`config.mk`:
```
export PLATFORM = sky130hd
export DESIGN_NAME = disparity_scheduler
export DESIGN_NICKNAME = d
export VERILOG_FILES = /design/src/rtl/disparity_scheduler.sv
export SDC_FILE = /design/constraint.sdc
export NUM_CORES = 1
export LEC_CHECK = 0
export ABC_CLOCK_PERIOD_IN_PS = 3350
export BUFFER_PORTS_ARGS = -buffer_cell sky130_fd_sc_hd__buf_2
export CAP_MARGIN = 15
export CORE_UTILIZATION = 55
export CTS_CLUSTER_DIAMETER = 150
export DETAILED_ROUTE_END_ITERATION = 8
export MAX_ROUTING_LAYER = met4
export PLACE_DENSITY = 0.77
export SYNTH_ARGS = -nofsm -noshare
export SYNTH_HDL_FRONTEND = slang
export SYNTH_SLANG_ARGS = --single-unit
export TNS_END_PERCENT = 5
```
`constraint.sdc`:
```
create_clock -name clk -period 3.35 [get_ports clk]
set_input_delay 0.335 -clock clk [delete_from_list [all_inputs] [get_ports clk]]
set_output_delay 0.335 -clock clk [all_outputs]
set_load 0.02 [all_outputs]
```
`src/rtl/disparity_scheduler.sv`:
```
// Frame sequencer for the census disparity correlator: gates pushes, flushes the
// correlator between rows, tags in-flight pixels and buffers results for the writer.
module disparity_scheduler #(
   parameter int IMG_W      = 640,
   parameter int IMG_H      = 480,
   parameter int DISP       = 64,
   parameter int LAT        = 8,
   parameter int FIFO_DEPTH = 16,
   parameter int DW         = $clog2(DISP)
) (
   input  logic          clk,
   input  logic          reset,
   input  logic          frame_start,
   input  logic          in_valid,
   output logic          in_ready,
   output logic          corr_reset,
   output logic          corr_bitvec_val,
   input  logic          corr_disparity_val,
   input  logic [DW-1:0] corr_disparity,
   output logic          out_valid,
   input  logic          out_ready,
   output logic [DW-1:0] out_disparity,
   output logic [9:0]    out_x,
   output logic [9:0]    out_y,
   output logic          out_pad,
   output logic          frame_done,
   output logic          busy
);

   localparam int XW = 10;
   localparam int CW = $clog2(FIFO_DEPTH + 1);
   localparam int IW = $clog2(LAT + 1);
   localparam int PW = $clog2(FIFO_DEPTH);
   localparam int EW = DW + 2 * XW + 1;

   typedef enum logic [1:0] {
      IDLE,
      ROW_START,
      STREAM,
      ROW_DRAIN
   } state_t;

   state_t          state_q, state_d;
   logic [XW-1:0]   x_q, x_d;
   logic [XW-1:0]   y_q, y_d;
   logic            rstPend_q;

   logic [LAT-1:0]  tagV_q;
   logic [XW-1:0]   tagX_q   [LAT];
   logic [XW-1:0]   tagY_q   [LAT];
   logic            tagPad_q [LAT];
   logic [IW-1:0]   inflight_q, inflight_d;

   logic [EW-1:0]   mem [FIFO_DEPTH];
   logic [PW-1:0]   wrPtr_q, rdPtr_q;
   logic [CW-1:0]   fifoCount_q, fifoCount_d;

   logic            accept;
   logic            lastX;
   logic            lastY;
   logic            inflightZero;
   logic            credit;
   logic            emerge;
   logic            wrPad;
   logic [DW-1:0]   wrDisp;
   logic            fifoRd;
   logic [EW-1:0]   head;

   assign accept       = in_valid & in_ready;
   assign lastX        = (x_q == XW'(IMG_W - 1));
   assign lastY        = (y_q == XW'(IMG_H - 1));
   assign inflightZero = (inflight_q == '0);
   assign credit       = (int'(fifoCount_q) + int'(inflight_q) + 1) <= FIFO_DEPTH;

   // State register; rstPend_q stretches corr_reset one cycle past reset release.
   always_ff @(posedge clk) begin
      if (reset) begin
         state_q   <= IDLE;
         x_q       <= '0;
         y_q       <= '0;
         rstPend_q <= 1'b1;
      end else begin
         state_q   <= state_d;
         x_q       <= x_d;
         y_q       <= y_d;
         rstPend_q <= 1'b0;
      end
   end

   always_comb begin
      state_d = state_q;
      x_d     = x_q;
      y_d     = y_q;
      case (state_q)
         IDLE: begin
            if (frame_start) begin
               state_d = ROW_START;
               x_d     = '0;
               y_d     = '0;
            end
         end
         ROW_START: state_d = STREAM;
         STREAM: begin
            if (accept) begin
               if (lastX) begin
                  x_d     = '0;
                  state_d = ROW_DRAIN;
               end else begin
                  x_d = x_q + XW'(1);
               end
            end
         end
         ROW_DRAIN: begin
            // The correlator flush must wait until every tagged result is out.
            if (inflightZero) begin
               if (lastY) begin
                  y_d     = '0;
                  state_d = IDLE;
               end else begin
                  y_d     = y_q + XW'(1);
                  state_d = ROW_START;
               end
            end
         end
         default: state_d = IDLE;
      endcase
   end

   always_comb begin
      in_ready        = (state_q == STREAM) && credit;
      corr_bitvec_val = in_valid && in_ready;
      corr_reset      = reset || rstPend_q || (state_q == ROW_START);
      busy            = (state_q != IDLE);
      frame_done      = (state_q == ROW_DRAIN) && inflightZero && lastY;
   end

   // Fixed-latency tag pipeline mirroring the correlator's internal delay.
   always_ff @(posedge clk) begin
      if (reset) begin
         tagV_q     <= '0;
         inflight_q <= '0;
      end else begin
         tagV_q     <= {tagV_q[LAT-2:0], accept};
         inflight_q <= inflight_d;
      end
   end

   always_ff @(posedge clk) begin
      tagX_q[0]   <= x_q;
      tagY_q[0]   <= y_q;
      tagPad_q[0] <= (int'(x_q) < DISP - 1);
      for (int i = 1; i < LAT; i++) begin
         tagX_q[i]   <= tagX_q[i-1];
         tagY_q[i]   <= tagY_q[i-1];
         tagPad_q[i] <= tagPad_q[i-1];
      end
   end

   assign emerge = tagV_q[LAT-1];

   always_comb begin
      inflight_d = inflight_q + IW'(accept) - IW'(emerge);
      // A missing correlator result is recorded as padding rather than stale data.
      wrPad      = tagPad_q[LAT-1] || !corr_disparity_val;
      wrDisp     = wrPad ? '0 : corr_disparity;
   end

   assign fifoRd = out_valid && out_ready;

   always_ff @(posedge clk) begin
      if (reset) begin
         wrPtr_q     <= '0;
         rdPtr_q     <= '0;
         fifoCount_q <= '0;
      end else begin
         if (emerge) wrPtr_q <= wrPtr_q + PW'(1);
         if (fifoRd) rdPtr_q <= rdPtr_q + PW'(1);
         fifoCount_q <= fifoCount_d;
      end
   end

   always_ff @(posedge clk) begin
      if (emerge) mem[wrPtr_q] <= {wrDisp, tagX_q[LAT-1], tagY_q[LAT-1], wrPad};
   end

   always_comb begin
      fifoCount_d   = fifoCount_q + CW'(emerge) - CW'(fifoRd);
      head          = mem[rdPtr_q];
      out_valid     = (fifoCount_q != '0);
      out_disparity = out_valid ? head[EW-1 -: DW] : '0;
      out_x         = out_valid ? head[2*XW : XW+1] : '0;
      out_y         = out_valid ? head[XW:1] : '0;
      out_pad       = out_valid && head[0];
   end

endmodule

```
==> results.toml, run 1 <==
[run_status]
outcome = "finished, final reports clean"

[final_layout]
drive_above_1_share_pct = 25.8
most_common_cell_after_layout_fill_and_taps_aside = "edfxtp_1"
area_growth_syn_to_layout_pct = 13.8
fin_nets = 1280
mostFrequentLayoutCells = "edfxtp_1, dfxtp_1, mux4_2"
num_antenna_cells = 0
post-route-cell-area_mm2 = 0.0257

[sta]
max_freq_mhz = 323
timing.max_slew.rel_slack_pct = 46.2
final_min_period_over_clock_period_pct = 92.4
layout_setup_ws_ps = 255
setup_viol_count_final = 0
layout_min_cycle_time_ps = 3090
rsz_0062_raised_after_global_routing = "no"
setup-tns-final_ps = 0
slew_viol_final = 0
timing.clock.skew_ps = 18.0
timing.final.hold_violations = 0
transition_time_of_the_tightest_slew_check_pin_ps = 807

[synthesis]
synthesis.area_mm2 = 0.0226
post_synth_net_total = 1173
synth_cell_types = 53
synth_top_flop_cell = "edfxtp_1"
number_of_synthesized_flops_with_an_enable_pin = 432
async_flop_share_pct = 0
ys_seq_elements = 652
synthesis.instances = 1132
syn_warnings = 0
synth-seq-area-share_pct = 76.8
postSynthAreaPerCell_um2 = 20.0

[route]
top_layer_used = "met4"
route.final.wire_length_um = 42700
met3RoutedLength_um = 3040
detail_route.vias_per_cell = 5.80
met2RoutedLength_um = 21400
wirelength_met1_um = 17300
dr_total_vias = 10513
route.detailed.wl_per_inst_um = 23.6
dr.pass1.iters = 5
first_iter_violations = 951
detail-route-antenna-nets = 0
drcViolationCount = 0

[flow_run]
cap_viol_max_count = 0

[floorplanning]
die_area_mm2 = 0.0419
die_x_um = 205
top_ports = 45
core-area_mm2 = 0.0401
chipHeight_um = 205
rows = 73
initial_utilization_pct = 56.4

[global_route]
grt_pass1_wl_um = 65200
number_of_antenna_violations_at_the_first_check_in_global_routing = 0
vias_in_the_first_global_route = 10862
grt_start_max_net_pins = 76
globalRoute.totalOverflow = 0
groute.usage.overall_pct = 21.9

[power_and_ir_drop]
swShare_pct = 25.1
power.clock.fraction_pct = 35.3
power.combinational.fraction_pct = 18.6
ir_drop_uv = 417
leakagePower_nw = 8.23
power_density_mw_per_mm2 = 733
power.switching_w = 0.00473
power_frac_seq_pct = 46.1
internal_power_w = 0.0141

[place]
numPortBuffers = 44
place_hpwl_um = 22200
pre_cts_ws_ps = 335
postPlaceCellArea_mm2 = 0.0237
place_congestion = 0.818

[setup_path]
worstPathMaxFanout = 18
regToRegEndpoint = "inflight_q[2]$_SDFF_PP0_"
reg2reg_slack_ps = 280
reg2reg_depth = 13
required_time_at_the_endpoint_of_the_critical_path_ps = 3010
cp_data_arrival_time_ps = 2760
path_class = "reg -> out"
reg2reg_from = "inflight_q[0]$_SDFF_PP0_"
critical_path.endpoint_type = "output pin"
setup.worst_path.start_class = "register"

[clocking]
cts.repair_timing.setup_buffer_count = 0
later_pin_clock_latency_in_the_skew_report_ps = 590
cts_hold_repair.buffers = 0
clkTransAtPathRegs_ps = 60
clk_path_buf_depth = 3
number_of_buffers_created_by_cts = 59
ctsHtreeMaxLevel = 2
postCtsResizedCells = 0
clock_sink_count = 652
cts-root-buf = "clkbuf_16"
cts_tree = "done"

[min_path]
hold_path_depth = 1
hp-start = "reset"
worstHoldEndpoint = "rstPend_q$_DFF_P_"
min-delay-path-class = "in -> reg"
cell usage after synthesis, types with 3 or more instances:
cell type	number	area share, %
buf_2	12	0.27
o31ai_1	4	0.13
nor2_1	41	0.68
nand2_1	25	0.42
nor2b_1	13	0.36
nor4b_1	4	0.15
xor2_1	12	0.46
xnor2_1	8	0.31
edfxtp_1	432	57
nand3_1	11	0.24
ha_1	27	1.5
o211ai_1	4	0.13
inv_1	24	0.40
nor3_1	7	0.15
mux2i_1	4	0.18
and3_1	10	0.28
clkbuf_1	22	0.37
nand4_1	4	0.11
buf_6	3	0.15
a31oi_1	3	0.083
mux4_2	135	13
and2_1	49	1.4
o21ai_0	8	0.18
dfxtp_1	220	19
or3_1	3	0.083
a21oi_1	11	0.24
final cells by class:
class	instances	area [µm²]
Multi-Input combinational cell	416	4950
Fill cell	2581	14400
Inverter	24	90.1
Clock inverter	33	284
Sequential cell	652	17400
Clock buffer	76	1680
Tap cell	525	657
Timing Repair Buffer	86	673
power by group through the flow:
| stage | clock network, W | registers, W | logic, W |
|---|---|---|---|
| floorplan | 0 | 0.00880 | 0.00261 |
| global placement | 0 | 0.00889 | 0.00338 |
| detailed placement | 0 | 0.00890 | 0.00343 |
| CTS | 0.00676 | 0.00872 | 0.00345 |
| global route | 0.00705 | 0.00870 | 0.00380 |
| finish | 0.00667 | 0.00869 | 0.00351 |
layer usage:
| layer | up-vias | GRT usage [%] |
|---|---|---|
| met5 | - | - |
| met4 | 0 | 6.21 |
| met3 | 75 | 3.36 |
| met2 | 394 | 35.9 |
| met1 | 5412 | 28.8 |
| li1 | 4632 | - |
logic make-up after synthesis:
family	count (synthesis)	share of synthesized area, %
buffers and inverters	64	1.25
AND/OR/NAND/NOR	179	4.29
XOR/XNOR	20	0.775
adder cells (fa/ha/maj)	29	1.67
AO/OA/AOI/OAI	49	1.55
multiplexers	139	13.6
flip-flops	652	76.8
sequential cells by signal (all words and copies together) (netlist names), named ones only:
signal and flops:
inflight_q 4, tagPad_q 8, rdPtr_q 4, state_q 2, mem 432, x_q 10, rstPend_q 1, wrPtr_q 4
y_q 10, tagV_q 8, tagY_q 80, fifoCount_q 5, tagX_q 80
per-stage QoR:
step	power (W)	hold WS, ps	utilization, %	cells
after CTS	0.0189	206	64.0	1802
after detailed placement	0.0123	312	59.1	1693
after global routing	0.0196	250	64.2	1812
after global placement	0.0123	310	59.1	1693
final	0.0189	217	64.2	1812
after floorplan	0.0114	310	-	1132
worst max path at each step:
stage / start / to / cells after the start
floorplan: inflight_q[0]$_SDFF_PP0_ / inflight_q[2]$_SDFF_PP0_ / 13
finish: register / out_x[8] / 6
global placement: inflight_q[0]$_SDFF_PP0_ / inflight_q[2]$_SDFF_PP0_ / 13
detailed placement: inflight_q[0]$_SDFF_PP0_ / inflight_q[2]$_SDFF_PP0_ / 13
CTS: register / out_y[6] / 5
global route: inflight_q[0]$_SDFF_PP0_ / inflight_q[2]$_SDFF_PP0_ / 13
worst max-delay path, cell delays in order, from the launching register on:
cell     delay (ps)
dfxtp_4         470
buf_4           160
buf_12          180
mux4_2          530
mux4_2          500
and2_1          170
buf_2           150
Power figures use the tool's default switching activity.
==> inputs of run 2 (changes only) <==
--- a/config.mk
+++ b/config.mk
@@ -9,10 +9,12 @@
 export BUFFER_PORTS_ARGS = -buffer_cell sky130_fd_sc_hd__buf_2
 export CAP_MARGIN = 15
 export CORE_UTILIZATION = 55
+export CTS_BUF_LIST = sky130_fd_sc_hd__clkbuf_16
 export CTS_CLUSTER_DIAMETER = 150
 export DETAILED_ROUTE_END_ITERATION = 8
 export MAX_ROUTING_LAYER = met4
 export PLACE_DENSITY = 0.77
+export SLEW_MARGIN = 0
 export SYNTH_ARGS = -nofsm -noshare
 export SYNTH_HDL_FRONTEND = slang
 export SYNTH_SLANG_ARGS = --single-unit
==> results.toml, run 2 (synthesized netlist as in run 1, its figures left out) <==
[setup_path]
worstPathMaxFanout = 18
required_time_at_the_endpoint_of_the_critical_path_ps = 3010
critical_path.endpoint_type = "output pin"
setup.worst_path.start_class = "register"
cp_data_arrival_time_ps = 2750
path_class = "reg -> out"

[sta]
rsz_0062_raised_after_global_routing = "no"
slew_viol_final = 0
max_freq_mhz = 324
final_min_period_over_clock_period_pct = 92.2
setup_viol_count_final = 0
timing.final.hold_violations = 0
timing.max_slew.rel_slack_pct = 46.3
timing.clock.skew_ps = 17.5
transition_time_of_the_tightest_slew_check_pin_ps = 806
layout_min_cycle_time_ps = 3090
setup-tns-final_ps = 0
layout_setup_ws_ps = 261

[route]
drcViolationCount = 0
dr_total_vias = 10501
detail_route.vias_per_cell = 5.80
dr.pass1.iters = 6
detail-route-antenna-nets = 0
route.detailed.wl_per_inst_um = 23.6
first_iter_violations = 973
route.final.wire_length_um = 42700

[power_and_ir_drop]
power_frac_seq_pct = 46.6
power.combinational.fraction_pct = 18.8
leakagePower_nw = 8.22
power_density_mw_per_mm2 = 728
power.clock.fraction_pct = 34.7
ir_drop_uv = 416
swShare_pct = 25.3
power.switching_w = 0.00473
internal_power_w = 0.0139

[final_layout]
fin_nets = 1280
mostFrequentLayoutCells = "edfxtp_1, dfxtp_1, mux4_2"
area_growth_syn_to_layout_pct = 13.4
reg_top3 = "mem x432, tagX_q x80, tagY_q x80"
drive_above_1_share_pct = 25.4
most_common_cell_after_layout_fill_and_taps_aside = "edfxtp_1"
largest_register_ff_count = 432
num-fill-cells = 2591
num_antenna_cells = 0
layoutNonFillerInstCount = 1812
final_core_utilization_pct = 64.0
regMostFlops = "mem"

[floorplanning]
rows = 73
die_x_um = 205
core-area_mm2 = 0.0401
top_ports = 45
die_area_mm2 = 0.0419
chipHeight_um = 205
initial_utilization_pct = 56.4

[min_path]
min-delay-path-class = "in -> reg"

[global_route]
globalRoute.totalOverflow = 0
grt_pass1_wl_um = 65200
grt_start_max_net_pins = 76
vias_in_the_first_global_route = 10882
groute.usage.overall_pct = 21.9
number_of_antenna_violations_at_the_first_check_in_global_routing = 0

[clocking]
clk_path_buf_depth = 3
postCtsResizedCells = 0
clock_sink_count = 652
later_pin_clock_latency_in_the_skew_report_ps = 590
number_of_buffers_created_by_cts = 59
cts_tree = "done"
ctsHtreeMaxLevel = 2
cts_hold_repair.buffers = 0
cts-root-buf = "clkbuf_16"
clkTransAtPathRegs_ps = 60

[place]
numPortBuffers = 44
place_hpwl_um = 22200
place_congestion = 0.818
pre_cts_ws_ps = 335
dpl.cell_count = 1693

[run_status]
outcome = "finished, final reports clean"

[flow_run]
cap_viol_max_count = 0
==> run 2: power groups by stage <==
stage	Sequential, W	Clock (W)	Combinational [W]
6_report	0.00869	0.00647	0.00351
5_1_grt	0.00870	0.00686	0.00380
4_1_cts	0.00872	0.00656	0.00345
3_5_place_dp	0.00890	0	0.00343
3_3_place_gp	0.00889	0	0.00338
2_1_floorplan	0.00880	0	0.00261
==> run 2: critical path: stages (launching register included) <==
cell	delay [ps]
dfxtp_4	470
buf_4	160
buf_12	180
mux4_2	520
mux4_2	500
and2_1	170
buf_2	150
==> run 2: final timing paths <==
kind	from	end	slack, ps	depth (start not counted)
max	register	out_x[8]	260	6
min	reset	rstPend_q$_DFF_P_	220	1
min reg2reg	tagX_q[0][34]$_DFF_P_	tagX_q[1][4]$_DFF_P_	320	0
max reg2reg	inflight_q[0]$_SDFF_PP0_	inflight_q[2]$_SDFF_PP0_	280	13
==> run 2: metal layers <==
metal	global-route usage, %	part of all wire (%)	vias up	wire [µm]
li1	-	-	4635	-
met5	-	0	-	0
met4	6.21	1.9	0	820
met1	28.8	41	5420	17300
met3	3.36	6.6	63	2840
met2	35.9	51	383	21700
==> run 2: metrics by stage <==
stage               hold WS, ps  total power, W  area, µm²
finish                      223          0.0187      25600
global route                250          0.0194      25600
CTS                         206          0.0187      25600
detailed placement          312          0.0123      23700
global placement            310          0.0123      23700
floorplan                   310          0.0114      22600
==> run 2: repair_timing <==
action                                  in CTS  in global routing
buffers inserted                             0                 10
endpoints found under the hold margin        0                  0
endpoints found under the setup margin       0                  4
==> run 2: cell type report <==
class                   instances  area (µm²)  area share (%)
clock inverters                47         337            1.31
flip-flops and latches        652       17400            67.8
repair buffers                 86         673            2.62
well taps                     525         657            2.56
multi-input cells             416        4950            19.3
clock buffers                  62        1550            6.05
inverters                      24        90.1           0.351
